### src/rtl/legv8_pkg.sv
// Shared LEGv8 opcode, ALUOp and ALU-control encodings for the control/data-memory slice.
package legv8_pkg;

    localparam logic [10:0] OP_ADD     = 11'b10001011000;
    localparam logic [10:0] OP_SUB     = 11'b11001011000;
    localparam logic [10:0] OP_AND     = 11'b10001010000;
    localparam logic [10:0] OP_ORR     = 11'b10101010000;
    localparam logic [10:0] OP_LDUR    = 11'b11111000010;
    localparam logic [10:0] OP_STUR    = 11'b11111000000;
    localparam logic [7:0]  OP_CBZ_PFX = 8'b10110100;

    localparam logic [1:0] ALUOP_ADD   = 2'b00;
    localparam logic [1:0] ALUOP_PASSB = 2'b01;
    localparam logic [1:0] ALUOP_RTYPE = 2'b10;

    localparam logic [3:0] ALUC_AND   = 4'b0000;
    localparam logic [3:0] ALUC_ORR   = 4'b0001;
    localparam logic [3:0] ALUC_ADD   = 4'b0010;
    localparam logic [3:0] ALUC_SUB   = 4'b0110;
    localparam logic [3:0] ALUC_PASSB = 4'b0111;
    localparam logic [3:0] ALUC_INV   = 4'b1111;

    // CBZ carries a 19-bit offset whose top 3 bits overlap opcode[2:0].
    function automatic logic is_cbz(input logic [10:0] op);
        return (op[10:3] == OP_CBZ_PFX);
    endfunction

endpackage

### src/rtl/legv8_data_ram.sv
// DEPTH x 64-bit data memory: asynchronous clear, synchronous write, combinational read.
module legv8_data_ram
    import legv8_pkg::*;
#(
    parameter int DEPTH = 32,
    parameter int AW    = $clog2(DEPTH)
) (
    input  logic          clk,
    input  logic          rst,
    input  logic          we,
    input  logic [AW-1:0] idx,
    input  logic [63:0]   wdata,
    output logic [63:0]   rdata
);

    logic [63:0] r_mem [DEPTH];

    // Reset wipes every word; otherwise store one full word per enabled edge.
    always_ff @(posedge clk or posedge rst) begin
        if (rst) begin
            for (int i = 0; i < DEPTH; i++) begin
                r_mem[i] <= 64'd0;
            end
        end else if (we) begin
            r_mem[idx] <= wdata;
        end
    end

    assign rdata = r_mem[idx];

endmodule

### src/rtl/legv8_ctrl_datamem.sv
// Single-cycle LEGv8 main control, ALU control and data memory.
module legv8_ctrl_datamem
    import legv8_pkg::*;
#(
    parameter int DEPTH    = 32,
    parameter int ADDR_LSB = 3
) (
    input  logic        clk,
    input  logic        reset,
    input  logic [10:0] opcode,
    input  logic [63:0] mem_addr,
    input  logic [63:0] mem_wdata,
    output logic        reg_to_loc,
    output logic        branch,
    output logic        mem_read,
    output logic        mem_to_reg,
    output logic [1:0]  alu_op,
    output logic        mem_write,
    output logic        alu_src,
    output logic        reg_write,
    output logic [3:0]  alu_ctrl,
    output logic [63:0] mem_rdata
);

    localparam int AW = $clog2(DEPTH);

    logic [AW-1:0] w_idx;
    logic [63:0]   w_ram_rdata;
    logic          w_unused_addr;

    // Upper bits wrap and the byte offset is dropped; no alignment trap.
    assign w_idx         = mem_addr[ADDR_LSB +: AW];
    assign w_unused_addr = ^{mem_addr[63:ADDR_LSB+AW], mem_addr[ADDR_LSB-1:0]};

    // Main control decode; unknown opcodes leave every strobe low.
    always_comb begin
        reg_to_loc = 1'b0;
        branch     = 1'b0;
        mem_read   = 1'b0;
        mem_to_reg = 1'b0;
        alu_op     = ALUOP_ADD;
        mem_write  = 1'b0;
        alu_src    = 1'b0;
        reg_write  = 1'b0;
        case (opcode)
            OP_ADD, OP_SUB, OP_AND, OP_ORR: begin
                alu_op    = ALUOP_RTYPE;
                reg_write = 1'b1;
            end
            OP_LDUR: begin
                mem_read   = 1'b1;
                mem_to_reg = 1'b1;
                alu_src    = 1'b1;
                reg_write  = 1'b1;
            end
            OP_STUR: begin
                reg_to_loc = 1'b1;
                mem_write  = 1'b1;
                alu_src    = 1'b1;
            end
            default: begin
                if (is_cbz(opcode)) begin
                    reg_to_loc = 1'b1;
                    branch     = 1'b1;
                    alu_op     = ALUOP_PASSB;
                end else begin
                    branch = 1'b0;
                end
            end
        endcase
    end

    // ALU operation select from ALUOp, falling back to the R-type opcode.
    always_comb begin
        alu_ctrl = ALUC_INV;
        case (alu_op)
            ALUOP_ADD:   alu_ctrl = ALUC_ADD;
            ALUOP_PASSB: alu_ctrl = ALUC_PASSB;
            default: begin
                case (opcode)
                    OP_ADD:  alu_ctrl = ALUC_ADD;
                    OP_SUB:  alu_ctrl = ALUC_SUB;
                    OP_AND:  alu_ctrl = ALUC_AND;
                    OP_ORR:  alu_ctrl = ALUC_ORR;
                    default: alu_ctrl = ALUC_INV;
                endcase
            end
        endcase
    end

    legv8_data_ram #(
        .DEPTH (DEPTH),
        .AW    (AW)
    ) u_ram (
        .clk   (clk),
        .rst   (reset),
        .we    (mem_write),
        .idx   (w_idx),
        .wdata (mem_wdata),
        .rdata (w_ram_rdata)
    );

    assign mem_rdata = mem_read ? w_ram_rdata : 64'd0;

endmodule

### config.mk
export PLATFORM = sky130hd
export DESIGN_NAME = legv8_ctrl_datamem
export DESIGN_NICKNAME = d
export VERILOG_FILES = /design/src/rtl/legv8_pkg.sv /design/src/rtl/legv8_data_ram.sv /design/src/rtl/legv8_ctrl_datamem.sv
export SDC_FILE = /design/constraint.sdc
export NUM_CORES = 2
export LEC_CHECK = 0
export BUFFER_PORTS_ARGS = -buffer_cell sky130_fd_sc_hd__buf_4
export CELL_PAD_IN_SITES_DETAIL_PLACEMENT = 2
export CELL_PAD_IN_SITES_GLOBAL_PLACEMENT = 2
export CORE_MARGIN = 2
export CORE_UTILIZATION = 46
export DETAILED_ROUTE_END_ITERATION = 10
export PLACE_DENSITY = 0.8
export SYNTH_ARGS = -nofsm -noshare
export SYNTH_HDL_FRONTEND = slang
export SYNTH_SLANG_ARGS = --single-unit
### constraint.sdc
create_clock -name clk -period 81 [get_ports clk]
set_clock_uncertainty 0.15 [all_clocks]
set_input_delay 12.15 -clock clk [delete_from_list [all_inputs] [get_ports clk]]
set_output_delay 12.15 -clock clk [all_outputs]
set_load 0.02 [all_outputs]
* Word-level counts from Yosys, hierarchy flattened
Cells that the tools add are included.
W data, S select, Z words.
** Storage, ports and cells
- Word-level logic and storage cells :: 67
- Register bits :: 2048
** Operators by class
- Multiplexer cells :: 18
- Bitwise logic cells :: 1
- Equal/unequal tests :: 8
- Reductions and logical operators :: 6
- Order comparisons :: 2
** Operator list (number)
- $bwmux W2048 :: 1
- $bmux W64 S5 :: 1
- $demux W64 S5 :: 1
- $mux W64 :: 4
- $eq A11 B11 Y1 const B :: 6
- $pmux W4 S4 :: 1
- $eq A8 B8 Y1 const B :: 1
- $pmux W4 S2 :: 1
- $mux W1 :: 7
- $ge A6 B6 Y1 const B :: 1
- $lt A6 B1 Y1 const B :: 1
- $not A5 Y6 :: 1
- $reduce_or A6 Y1 :: 1
- $reduce_or A5 Y1 :: 1
- $pmux W2 S2 :: 1
- $reduce_or A4 Y1 :: 1
- $eq A2 B1 Y1 const B :: 1
- $logic_not A2 Y1 :: 1
- $pmux W1 S2 :: 1
- $reduce_or A2 Y1 :: 1
- $logic_and A1 B1 Y1 :: 1

* Depth between registers and ports, before layout
- Depth after elaboration :: 6
- Gate-level depth with buffers :: 8

* By module
From an unflattened synthesis, not the netlist that was laid out.
** Second synthesis, totals
- Cell total of the unflattened synthesis :: 6619
- Area total of the unflattened synthesis :: 92637.6 um^2
** By module, submodules not included
- legv8_data_ram :: sequential area each 51249.2 um^2, area each 91948.2 um^2, cells an instance 6512, instances 1
- legv8_ctrl_datamem :: sequential area each 0.0 um^2, area each 689.4 um^2, cells an instance 107, instances 1

* Worst setup path after synthesis
Ideal clock, no wire load.
- Path kind :: input to output
- Start point :: in opcode[4]
- End point :: out mem_rdata[55]
- Setup slack :: 54.490 ns
- Stages on the path :: 6
- Data arrival time :: 14.210 ns
- Buffers on the path :: 2
- Required time :: 68.700 ns
- Cells stage by stage :: nand3b_1 nor4_1 nand2_1 clkbuf_1 buf_1 a21oi_1
** On the way
- Word-level cells in the longest chain between the ends :: 3
** RTL lines
- start, declared :: RTL line legv8_ctrl_datamem.sv:10 : input logic [10:0] opcode,
- $eq A11 B11 Y1 :: RTL line legv8_ctrl_datamem.sv:45 : case (opcode)
- $mux W1 :: RTL line legv8_ctrl_datamem.sv:45
- $mux W64 :: RTL line legv8_ctrl_datamem.sv:103 : assign mem_rdata = mem_read ? w_ram_rdata : 64'd0;
- end, declared :: RTL line legv8_ctrl_datamem.sv:22 : output logic [63:0] mem_rdata
Every way passes these cells.

* Worst setup path after layout
- Start point :: in mem_addr[3]
- End point :: out mem_rdata[47]
** On the way
- Word-level cells in the longest chain between the ends :: 5
** RTL lines
- start, declared :: RTL line legv8_ctrl_datamem.sv:11 : input logic [63:0] mem_addr,
- $not A5 Y6 (not written as such) :: RTL line legv8_data_ram.sv:29 : assign rdata = r_mem[idx];
- $bmux W64 S5 :: RTL line legv8_data_ram.sv:29
- $mux W64 (not written as such) (2 in a row) :: RTL line legv8_data_ram.sv:29
- $mux W64 :: RTL line legv8_ctrl_datamem.sv:103
Every way passes these cells. The select of a mux whose other input is x is not followed.

==> out/metrics.cfg <==
[floorplan]
dieWidth_um=456
num_rows=166
core_area_sq_um=204000
die_h_um=456
ios=218
die_area_sq_um=208000
initial_core_util_pct=46.1

[global_routing]
grt_pass1_wl_um=508000
grt-ovfl-total=0
grt_pass1_vias=69500
antenna_found_initial=18
grt_use_total_pct=33.0
grt_max_degree=165

[cts]
cts_max_path_buffers=3
holdBufCountCts=0
root_buffer=clkbuf_16
htreeDepth=4
cts_inserted_buffers=214
tritoncts=built
cts_resized=0
clock-sinks=2048
clk_pin_slew_ps=60
clkLatencyLatePin_ps=860
post_cts_buffers=0

[sta]
setup_viol=0
fin_setup_tns_ps=0
relSlewSlack_pct=8.34
rsz0062_at_grt=false
hold_slack_ps=350
fmax_mhz=32.6
worst_slack_ps=50290
period_share_pct=37.9
slew_violations=0
hold_viol_final=0
tightestPinTransition_ps=1370
final.min_clock_period_ps=30710

[routing]
drtPass1Iterations=5
routed_wl_um=346000
post_drt_via_cell_ratio=6.44
vias=59700
avgRoutedWirePerCell_um=37.3
antenna_left=0
drc=0
drt-initial-drc-count=4243

[setup_path]
cp_top_family=buffers and inverters
cp_max_fo=113
cpPeakStageDelay_ps=930
crit_cells=11
critPathKind=input port to output port
required_ps=68700
worstRegToRegCells=1
regToRegStartpoint=u_ram.r_mem[195]
cp_common_cell=buf_4
endpoint=mem_rdata[47]
path_buf_inv=7
startpoint=mem_addr[3]
crit_slowest_cell=buf_4
reg2reg_to=u_ram.r_mem[195]
r2r_slack_ps=79950
cp_data_arrival_time_ps=18410
crit_path_end_kind=output port
start_kind=input port
path_cells=buf_16 > buf_12 > buf_4 > buf_4 > buf_4 > buf_4 > mux2i_1 > o22ai_1 > nor4_1 > a21oi_1 > buf_4

[synth]
yosysUniqueCellTypes=43
synthTopCellsByArea=dfrtp_1 (54%), mux2_2 (23%), mux2i_1 (11%)
syn_area_sq_um=94100
synth_top_cell_by_area=dfrtp_1
avgSynthCellArea_sq_um=14.4
syn_nets=6689
ys_async_sr_fraction_pct=100
synth-edff-count=0
yosysMostFrequentCell=dfrtp_1
netlist.area_leader.share_pct=54.4
ys_warn_count=0
synth-main-ff-cell=dfrtp_1
syn_inst=6548
ys_seq_elements=2048
ys_seq_area_share_pct=54.4
synth_commonest_cells=dfrtp_1 (2048), mux2_2 (1957), mux2i_1 (1024)

[cells_and_area]
largest_reg_flops=2048
n_fill_cell=18500
nets=6530
largest-register=u_ram.r_mem
stdcell_count=9268
drive_above_1_share_pct=39.7
area_delta_synth_final_pct=9.05
top_regs=u_ram.r_mem x2048

[status]
status=finished, final reports clean

[place]
io_buffers=157
dpl.hpwl_um=164000
pre_cts_ws_ps=50490
dp_cells=8861
gp_congestion=0.734

[pwr]
powerDensity_nw_per_um2=20.9
peakVddDrop_mv=0.0200
power.total_mw=2.15
p_leak_nw=51.8

[worst_hold_path]
hold_start=u_ram.r_mem[769]
min_path_type=flip-flop to flip-flop

[flow_run]
drv_cap=0

==> logic make-up (layout without fill, tap and decap cells) <==
| logic type | after synthesis | count (layout) | share of synthesized area [%] |
|---|---|---|---|
| mux | 3072 | 3072 | 35.4 |
| other cells | 1 | 12 | 0.00398 |
| flops | 2048 | 2048 | 54.4 |
| buf+inv | 640 | 661 | 4.70 |
| simple gates | 208 | 208 | 1.69 |
| compound gates | 579 | 579 | 3.76 |
==> routing by layer <==
layer	part of all wire (%)	track usage, %
met4	5.0	17.3
met3	5.1	5.54
met1	40	40.8
met2	50	55.4
met5	0.021	0
==> worst min-delay path by stage <==
stage | end | slack (ps) | cells past startpoint
after detailed placement | u_ram.r_mem[826] | 330 | 1
after global routing | u_ram.r_mem[1803] | 360 | 1
after floorplan | u_ram.r_mem[1014] | 310 | 1
final | u_ram.r_mem[769] | 350 | 1
after CTS | u_ram.r_mem[769] | 350 | 1
after global placement | u_ram.r_mem[1017] | 320 | 1
==> where the power goes <==
| part | switching, mW | leakage [nW] | internal, mW |
|---|---|---|---|
| registers | 0.000473 | 28.6 | 1.02 |
| clock network | 0.452 | 3.57 | 0.592 |
| logic | 0.0643 | 19.6 | 0.0182 |
==> metrics by stage <==
step	cell area, sq um	util [%]
detailed placement	95400	46.8
finish	103000	50.3
global placement	95400	46.8
floorplan	94100	-
CTS	103000	50.3
global route	103000	50.3
==> cell usage in the layout, fill, tap and decap left out, types with 3 or more instances in the layout <==
cell type / synthesis / final
dfrtp_1: 2048 / 2048
mux2_2: 1957 / 1957
mux2i_1: 1024 / 1024
o22ai_1: 512 / 512
buf_4: 4 / 255
clkbuf_16: 0 / 221
nor4_1: 129 / 129
mux2_1: 91 / 91
a21oi_1: 64 / 64
clkbuf_1: 259 / 58
clkbuf_8: 72 / 55
clkinv_2: 0 / 37
nand3_4: 16 / 31
bufinv_16: 0 / 13
diode_2: 0 / 11
nand4bb_4: 0 / 6
inv_1: 6 / 5
nand4b_1: 5 / 5
or4b_4: 0 / 4
clkinvlp_4: 0 / 4
clkinv_8: 0 / 4
nand2_1: 4 / 3
buf_12: 0 / 3
==> area by class of cell <==
cell class | instances | area, sq um | share of cell area (%)
Sequential cell | 2048 | 51200 | 49.9
Multi-Input combinational cell | 3860 | 38800 | 37.8
Clock buffer | 334 | 6500 | 6.34
Tap cell | 2688 | 3360 | 3.28
Timing Repair Buffer | 259 | 2000 | 1.95
Clock inverter | 62 | 717 | 0.698
Inverter | 6 | 30.0 | 0.0293
Antenna cell | 11 | 27.5 | 0.0268
(Power assumes the default switching activity.)
